## src/rtl/tone_pkg.sv

```systemverilog
// rtl/tone_pkg.sv - pitch frequency table, note field widths and sequencer states
package tone_pkg;

  localparam int PITCH_W   = 5;
  localparam int NUM_PITCH = 24;

  localparam logic [PITCH_W-1:0] PITCH_REST = 5'd0;
  localparam int                 PITCH_LO   = 1;
  localparam int                 PITCH_HI   = 24;

  // C4..B5 chromatic, rounded to whole Hz
  localparam int FREQ_HZ [NUM_PITCH] = '{
    262, 277, 294, 311, 330, 349, 370, 392, 415, 440, 466, 494,
    523, 554, 587, 622, 659, 698, 740, 784, 831, 880, 932, 988
  };

  typedef enum logic [1:0] {
    ST_IDLE,
    ST_FETCH,
    ST_PLAY,
    ST_DONE
  } state_t;

  // Zero marks a rest code; the tone generator holds its output low for it
  function automatic int half_cycles(input int clk_hz, input int p);
    int h;
    if (p < PITCH_LO || p > PITCH_HI) h = 0;
    else h = clk_hz / (2 * FREQ_HZ[p - PITCH_LO]);
    return h;
  endfunction

endpackage

```

## src/rtl/tone_gen.sv

```systemverilog
// rtl/tone_gen.sv - half-period divider with enable producing the note square wave
module tone_gen #(
  parameter int HW = 18
) (
  input  logic          clk,
  input  logic          rst,
  input  logic          en,
  input  logic [HW-1:0] half,
  output logic          wave
);

  logic [HW-1:0] cnt;

  // Disabled or rest: restart so the next note begins low with a fresh count
  always_ff @(posedge clk or posedge rst) begin
    if (rst) begin
      cnt  <= '0;
      wave <= 1'b0;
    end else if (!en || half == '0) begin
      cnt  <= '0;
      wave <= 1'b0;
    end else if (cnt == half - 1'b1) begin
      cnt  <= '0;
      wave <= ~wave;
    end else begin
      cnt <= cnt + 1'b1;
    end
  end

endmodule

```

## src/rtl/buzzer_sequencer.sv

```systemverilog
// rtl/buzzer_sequencer.sv - loadable melody sequencer driving a square-wave buzzer
module buzzer_sequencer
  import tone_pkg::*;
#(
  parameter int  CLK_HZ  = 100_000_000,
  parameter int  TICK_HZ = 16,
  parameter int  DEPTH   = 64,
  parameter int  DUR_W   = 4,
  localparam int AW      = $clog2(DEPTH)
) (
  input  logic                     clk,
  input  logic                     rst,
  input  logic                     wr_en,
  input  logic [AW-1:0]            wr_addr,
  input  logic [PITCH_W+DUR_W-1:0] wr_data,
  input  logic [AW:0]              len,
  input  logic                     start,
  input  logic                     stop,
  input  logic                     loop,
  input  logic                     mute,
  output logic                     busy,
  output logic                     done,
  output logic [AW-1:0]            note_idx,
  output logic                     beep
);

  localparam int TICK_CYC = CLK_HZ / TICK_HZ;
  localparam int TW       = $clog2(TICK_CYC + 1);
  localparam int NW       = PITCH_W + DUR_W;
  localparam int HW       = $clog2(CLK_HZ / (2 * FREQ_HZ[0]) + 1);
  localparam logic [TW-1:0] TICK_LAST = TW'(TICK_CYC - 1);

  state_t              state, state_n;
  logic   [AW-1:0]     idx_n;
  logic   [AW:0]       len_q;
  logic                len_ld;
  logic   [NW-1:0]     mem [DEPTH];
  logic   [NW-1:0]     note_q;
  logic   [TW-1:0]     tick_cnt;
  logic   [DUR_W-1:0]  dur_cnt;
  logic                note_end;
  logic                wave;
  logic   [HW-1:0]     half_tab [32];

  for (genvar g = 0; g < 32; g++) begin : g_half
    assign half_tab[g] = HW'(half_cycles(CLK_HZ, g));
  end

  // Read register only loads in FETCH, so later writes cannot alter the playing note
  always_ff @(posedge clk) begin
    if (wr_en) mem[wr_addr] <= wr_data;
  end

  always_ff @(posedge clk) begin
    if (state == ST_FETCH) note_q <= mem[note_idx];
  end

  assign note_end = (tick_cnt == TICK_LAST) && (dur_cnt == note_q[DUR_W-1:0]);

  always_ff @(posedge clk or posedge rst) begin
    if (rst) begin
      state    <= ST_IDLE;
      note_idx <= '0;
      len_q    <= '0;
    end else begin
      state    <= state_n;
      note_idx <= idx_n;
      if (len_ld) len_q <= len;
    end
  end

  always_comb begin
    state_n = state;
    idx_n   = note_idx;
    len_ld  = 1'b0;
    unique case (state)
      ST_IDLE: begin
        if (start && !stop) begin
          len_ld = 1'b1;
          if (len == '0) begin
            state_n = ST_DONE;
          end else begin
            state_n = ST_FETCH;
            idx_n   = '0;
          end
        end
      end
      ST_FETCH: state_n = stop ? ST_IDLE : ST_PLAY;
      ST_PLAY: begin
        if (stop) begin
          state_n = ST_IDLE;
        end else if (note_end) begin
          if ({1'b0, note_idx} == len_q - 1'b1) begin
            if (loop) begin
              state_n = ST_FETCH;
              idx_n   = '0;
            end else begin
              state_n = ST_DONE;
            end
          end else begin
            state_n = ST_FETCH;
            idx_n   = note_idx + 1'b1;
          end
        end
      end
      ST_DONE: state_n = ST_IDLE;
      default: state_n = ST_IDLE;
    endcase
  end

  always_ff @(posedge clk or posedge rst) begin
    if (rst) begin
      tick_cnt <= '0;
      dur_cnt  <= '0;
    end else if (state != ST_PLAY) begin
      tick_cnt <= '0;
      dur_cnt  <= '0;
    end else if (tick_cnt == TICK_LAST) begin
      tick_cnt <= '0;
      dur_cnt  <= dur_cnt + 1'b1;
    end else begin
      tick_cnt <= tick_cnt + 1'b1;
    end
  end

  tone_gen #(.HW(HW)) u_tone (
    .clk  (clk),
    .rst  (rst),
    .en   (state == ST_PLAY),
    .half (half_tab[note_q[NW-1:DUR_W]]),
    .wave (wave)
  );

  assign busy = (state == ST_FETCH) || (state == ST_PLAY);
  assign done = (state == ST_DONE);
  assign beep = wave && (state == ST_PLAY) && !mute;

endmodule

```

## config.mk

```make
export PLATFORM = sky130hd
export DESIGN_NAME = buzzer_sequencer
export DESIGN_NICKNAME = d
export VERILOG_FILES = /design/src/rtl/tone_pkg.sv /design/src/rtl/tone_gen.sv /design/src/rtl/buzzer_sequencer.sv
export SDC_FILE = /design/constraint.sdc
export NUM_CORES = 1
export LEC_CHECK = 0
export ABC_AREA = 1
export BUFFER_PORTS_ARGS = -buffer_cell sky130_fd_sc_hd__buf_2
export CORE_MARGIN = 2
export CORE_UTILIZATION = 30
export CTS_BUF_LIST = sky130_fd_sc_hd__clkbuf_4 sky130_fd_sc_hd__clkbuf_8
export DETAILED_ROUTE_END_ITERATION = 10
export SKIP_LAST_GASP = 1
export SLEW_MARGIN = 0
export SYNTH_ARGS = -nofsm -noshare
export SYNTH_HDL_FRONTEND = slang
export SYNTH_SLANG_ARGS = --single-unit
```

## constraint.sdc

```tcl
create_clock -name clk -period 5.1 [get_ports clk]
set_clock_uncertainty 0.05 [all_clocks]
set_input_delay 0.255 -clock clk [delete_from_list [all_inputs] [get_ports clk]]
set_output_delay 0.255 -clock clk [all_outputs]
set_load 0.02 [all_outputs]
```

After elaboration in Yosys (flattened, before gate mapping)
Memories as Yosys holds them, arrays and structs flattened. A register that Yosys moved wholly into a read port is not among the register bits.
Index checks and enable logic that the tools add are counted.

word-level totals
  memory bits (writable) = 576
  word-level logic and storage cells = 78
  register bits = 61
  memories kept = 2
  input bits = 29
  bits in read-only memories = 576

operators by class
  bitwise logic cells = 2
  mux-type cells = 29
  $add $sub $neg = 6
  magnitude comparators = 1
  reductions and logical operators = 17
  equal/unequal tests = 14

memories
  memory           words  bits a word  read ports  clocked after memory_dff  write ports  RTL line                 text
  (no name shown)  32     18           1           0                         0            buzzer_sequencer.sv:130  .half (half_tab[note_q[NW-1:DUR_W]]),
  mem              64     9            1           1                         1            buzzer_sequencer.sv:37   logic [NW-1:0] mem [DEPTH];

operators with widths
  kind                   count
  $mux 18                4
  $mux 23                2
  $mux 6                 6
  $add 23x1->23 const B  1
  $eq 23x23->1 const B   1
  $add 18x1->18 const B  1
  $eq 18x18->1           1
  $logic_not 18->1       1
  $sub 18x1->18 const B  1
  $mux 2                 7
  $pmux 6 s2             1
  $ne 2x2->1 const B     5
  $mux 4                 2
  $pmux 2 s4             1
  $eq 6x7->1             1
  $logic_not 7->1        1
  $sub 7x1->7 const B    1
  $add 6x1->6 const B    1
  $ge 6x6->1 const B     1
  $mux 1                 6
  $ne 3x3->1 const B     2
  $not 5->6              1
  $reduce_and 6->1       1
  $reduce_bool 2->1      3
  10 further kinds       17

Depth between registers and ports, before layout
  depth in word-level cells = 8
  mapped depth = 25
  mapped depth without buffers = 24

Cells and area by module
A second synthesis with hierarchy kept.

unflattened totals
  cell total of the unflattened synthesis = 2,747
  area total of the unflattened synthesis = 28,831.4 um2

modules (own cells, without submodules)
  module            times used  area each (um2)  cells each
  buzzer_sequencer  1           27,052.2         2,464
  tone_gen          1           1,779.2          283

Worst setup path after synthesis
OpenSTA, ideal clock, no wires.

  kind = register to register
  start = register note_q[5] (read register of mem)
  end = register u_tone.cnt[13]
  data required time = 4,929 ps
  cell stages (with the launch flop) = 23
  arrival time = 2,778 ps
  period minus slack after synthesis = 2,948 ps
  slack = 2,152 ps
  cells stage by stage = edfxtp_1 -> inv_1 -> ha_1 -> inv_1 -> nor2_1 -> nand2_2 -> nand3_1 -> inv_1 -> ha_1 -> xnor2_1 -> nand3b_1 -> nand2_1 -> nor2_1 -> nand3_1 -> nor2_1 -> nand2_1 -> nor2_1 -> nand3_1 -> nor2_2 -> nand2_2 -> nand2_4 -> buf_8 -> nor2_2

between the ends
  cells in the longest elaborated chain, start to end = 8
  elaborated cells between the ends (all ways) = 10

RTL lines
  element                                          RTL line                 text
  from (decl)                                      buzzer_sequencer.sv:38   logic [NW-1:0] note_q;
  $not 5->6 (implied by the code) (*)              buzzer_sequencer.sv:130
  $mem_v2 32x18 (*)                                -
  $mux 18 (implied by the code) (*) (2 in series)  buzzer_sequencer.sv:130
  $sub 18x1->18                                    tone_gen.sv:22           end else if (cnt == half - 1'b1) begin
  $eq 18x18->1                                     tone_gen.sv:22
  $mux 18                                          tone_gen.sv:22
  $mux 18 (*)                                      tone_gen.sv:19           end else if (!en || half == '0) begin
  to (signal assigned)                             tone_gen.sv:26           cnt <= cnt + 1'b1;
  to (decl)                                        tone_gen.sv:12           logic [HW-1:0] cnt;

Mark *: on every way between the ends. The rest lies on a longest branch, timed or not. The select of a mux whose other input is x is not followed.
A chain may end at the register's enable or synchronous reset.

Worst setup path after layout
  start = register note_q[5] (read register of mem)
  end = register u_tone.cnt[16]

The elaborated chain is that of the path after synthesis.

==> key figures <==
Timing
  • Final period util: ~67%
  • Slew Viols, Final: 0
  • Post-Route Setup TNS: 0 ps
  • RSZ-0062 raised after global routing: false
  • Slew HR: between 20% and 30%
  • Post-layout min period: 3397 ps
  • Tightest Pin Transition: about 1200 ps
  • Final hold viol count: 0
  • Final setup violation count: 0
  • Max Freq: slightly below 0.3 GHz

Placed design
  • Routability cong.: approximately 0.86
  • Placed inst area: about 30000 um^2
  • Port Buffers: 37
  • Post-DP HPWL: around 42 mm
  • Placed cells: approximately 3600

Synthesis
  • Post-synthesis mux area share: 0%
  • Cells after Synth: 2467
  • Average size of a mapped cell: about 11 um^2
  • Synth Cell Area: around 28000 um^2
  • Post-synth top area share: between 60% and 70%
  • Synth cell types: 40
  • Synthesized net count: ~2500
  • Sequential area share after synthesis: 68.89%
  • Number of synthesized register bits: 646
  • Leading area contributor after synthesis: edfxtp_1
  • Post-Synth Simple-Gate Area: 13.40%
  • Ys Warns: 0
  • Post-Synth Adder-Cell Area: 0.7223%
  • Synth area leaders: edfxtp_1 63%, nor2_1 7.2%, o21ai_0 7.0%
  • Post-synthesis compound-gate area fraction: between 10 and 15%
  • Main combinational cell family by area after synthesis: simple AND/OR/NAND/NOR gates
  • Area share of xor/xnor cells in the synthesized design: ~1.1%

Finish
  • Finished layout cell area: around 31000 um^2
  • Fraction of layout cells with a size suffix above 1: a little under an eighth
  • Synthesis-to-finish area growth: 12.71%
  • Layout Nets: 2563
  • Most common cell after layout, fill and taps aside: edfxtp_1
  • Multi-input gate area: roughly 7600 um^2
  • Register area: 19100 um^2
  • Filler Cells Inserted: between 9000 and 10000
  • Most frequent cells in the layout: 585 x edfxtp_1, 535 x nor2_1, 385 x o21ai_0, 189 x nand2_1, 174 x o22ai_1
  • Finished Layout Cells: around 3800

Drt
  • Post-DR vias/cell: just over 5
  • Antenna Nets Post-Route: 0
  • Final wirelength: 72.97 mm
  • Wire per inst: ~19 um
  • DRT Pass-1 Iters: 6
  • Drt drc: 0
  • Vias: between 15000 and 20000
  • DRT iter0 DRCs: 2053

Floorplan
  • Initial Util: between 30 and 40%
  • Die area: around 95000 um^2
  • Num ports: 38
  • Core area: roughly 92000 um^2
  • Row cnt: roughly 110
  • DIE HEIGHT: between 300 and 400 um
  • Die span in x: about 310 um

Critical path
  • Most frequent CP cell: nor2_1
  • Startpoint types: register
  • Crit-path cells: inv_1, ha_1, inv_1, nor2_1, nand2_2, nand3_1, inv_1, ha_1, xnor2_1, nand3b_1, nand2_1, nor2_1, nand3_1, nor2_1, nand2_1, nor2_1, nand3_1, nor2_2, nand2_2, nand2_4, nor2_1
  • Worst Path Max Fanout: 18
  • Critical Path AT: ~3900 ps
  • Worst setup EP type: register
  • R2R Path End: u_tone.cnt[16]$_DFF_PP0_
  • R2r setup slk: roughly 1700 ps
  • WP data required: 5610 ps
  • CP peak stage delay: around 520 ps
  • FF-to-FF path depth: 21
  • Crit Reg-Reg Startpoint: note_q[5]$_DFFE_PN_
  • Crit-path slowest cell: edfxtp_1
  • CP Class: register to register

GRT
  • Global-route wire length before repair: 109.4 mm
  • Vias in the first global route: 17850
  • Gr ovfl total: 0
  • Total GRT Usage: about 15%
  • Pin count of the biggest net entering global routing: between 100 and 150
  • Initial antenna violation count: 6

Worst hold path
  • Min-delay src: wr_addr[1]
  • Hold Path Sink: mem[37][4]$_DFFE_PP_
  • WHS Path Cells: 3
  • Hold crit path type: input port to register

CTS
  • H-tree levels: 3
  • Clk buf depth: 3
  • Clock Latency Late Sink: between 700 and 800 ps
  • Post-CTS setup buffers: 0
  • CTS tree: yes
  • Clock-pin slew on the worst setup and hold paths: ~60 ps
  • Root Driver: clkbuf_8
  • Num CTS Buffers: 99
  • Clk sink count: approximately 650

Run
  • Max Cap Violations: 0

Power and ir drop
  • Pwr Total: 15.33 mW
  • Max IR drop VDD: about 370 uV
  • Pleak: between 10 and 15 nW
  • Pwr dens: a little under 500 nW/um^2

Outcome
  • Outcome: finished, final reports clean
[registers in the layout, summed over array words and instances, names as in the netlist]
register,cells
len_q,7
u_tone.wave,1
mem,576
note_q,9
state,2
tick_cnt,23
u_tone.cnt,18
note_idx,6
dur_cnt,4
[report_power, final]
group,switching (mW),internal (mW)
sequential,0.242,5.93
combinational,3.44,1.46
clock,2.02,2.25
total,5.70,9.63
[critical path: cells and delay by family, from the launching register on]
family	cells	cell delay, ps
xor gates and xnor gates	1	180
DFF	1	520
and+or+nand+nor	15	1600
buffers and inverters	3	400
adders and majority gates	2	500
[layer usage]
metal | part of all wire, % | up-vias | routed length [um] | GRT usage, %
met1 | 46 | 9290 | 33340 | 21.67
met4 | 2.0 | 10 | 1437 | 4.299
met2 | 44 | 723 | 31970 | 22.64
met5 | 0.075 | - | 55 | 0
li1 | - | 8935 | - | -
met3 | 8.4 | 137 | 6165 | 3.553
[repair_timing]
action	CTS	global route
resized for setup	0	0
hold buffers	12	0
hold endpoints to repair	70	0
[layout make-up]
cell class                      count  area share (%)
Antenna cell                        2         0.01602
Clock buffer                      147           5.595
Clock inverter                     31          0.6168
Inverter                          124           1.530
Multi-Input combinational cell   1563           24.36
Sequential cell                   646           61.15
Tap cell                         1186           4.750
Timing Repair Buffer               84           1.979
[how the worst max path moves through the flow]
stage / from / to / slack (ps) / cells after the start
final: note_q[5]$_DFFE_PN_ / u_tone.cnt[16]$_DFF_PP0_ / 1700 / 21
after global routing: note_q[5]$_DFFE_PN_ / u_tone.cnt[16]$_DFF_PP0_ / 1320 / 21
after CTS: note_q[5]$_DFFE_PN_ / u_tone.cnt[16]$_DFF_PP0_ / 1710 / 21
after floorplan: note_q[5]$_DFFE_PN_ / u_tone.cnt[13]$_DFF_PP0_ / 2150 / 22
after detailed placement: note_q[5]$_DFFE_PN_ / u_tone.cnt[16]$_DFF_PP0_ / 1720 / 21
after global placement: note_q[5]$_DFFE_PN_ / u_tone.cnt[16]$_DFF_PP0_ / 1770 / 21
[metrics by stage]
| step | setup slack [ps] | hold slack, ps | utilization [%] |
|---|---|---|---|
| final | 1703 | 71.10 | 34.08 |
| after global routing | 1318 | 62.51 | 34.08 |
| after CTS | 1709 | 17.60 | 34.07 |
| after detailed placement | 1718 | 420.6 | 31.83 |
| after global placement | 1769 | 406.0 | 31.83 |
| after floorplan | 2152 | 303.9 | - |
[cell usage after synthesis, drive strengths merged]
cell    instances
a21o            1
a21oi          29
a22oi           2
a31oi           5
buf            14
clkbuf        120
clkinv          2
dfrtp          61
edfxtp        585
ha             16
inv           122
nand2         205
nand3          70
nand3b          3
nand4          14
nor2          560
nor3           33
nor3b           3
nor4            7
o211ai          2
o21ai         385
o21bai          1
o22ai         174
o31ai           1
o32ai          15
or2             2
xnor2           9
xor2           26
[cell families (layout without fill, tap and decap cells)]
family | count (synthesis) | in the layout
simple gates | 897 | 897
flops | 646 | 646
compound gates | 615 | 615
buf+inv | 258 | 386
xor+xnor | 35 | 35
fa+ha+maj | 16 | 16
other cells | 0 | 2
(Power assumes the default switching activity.)
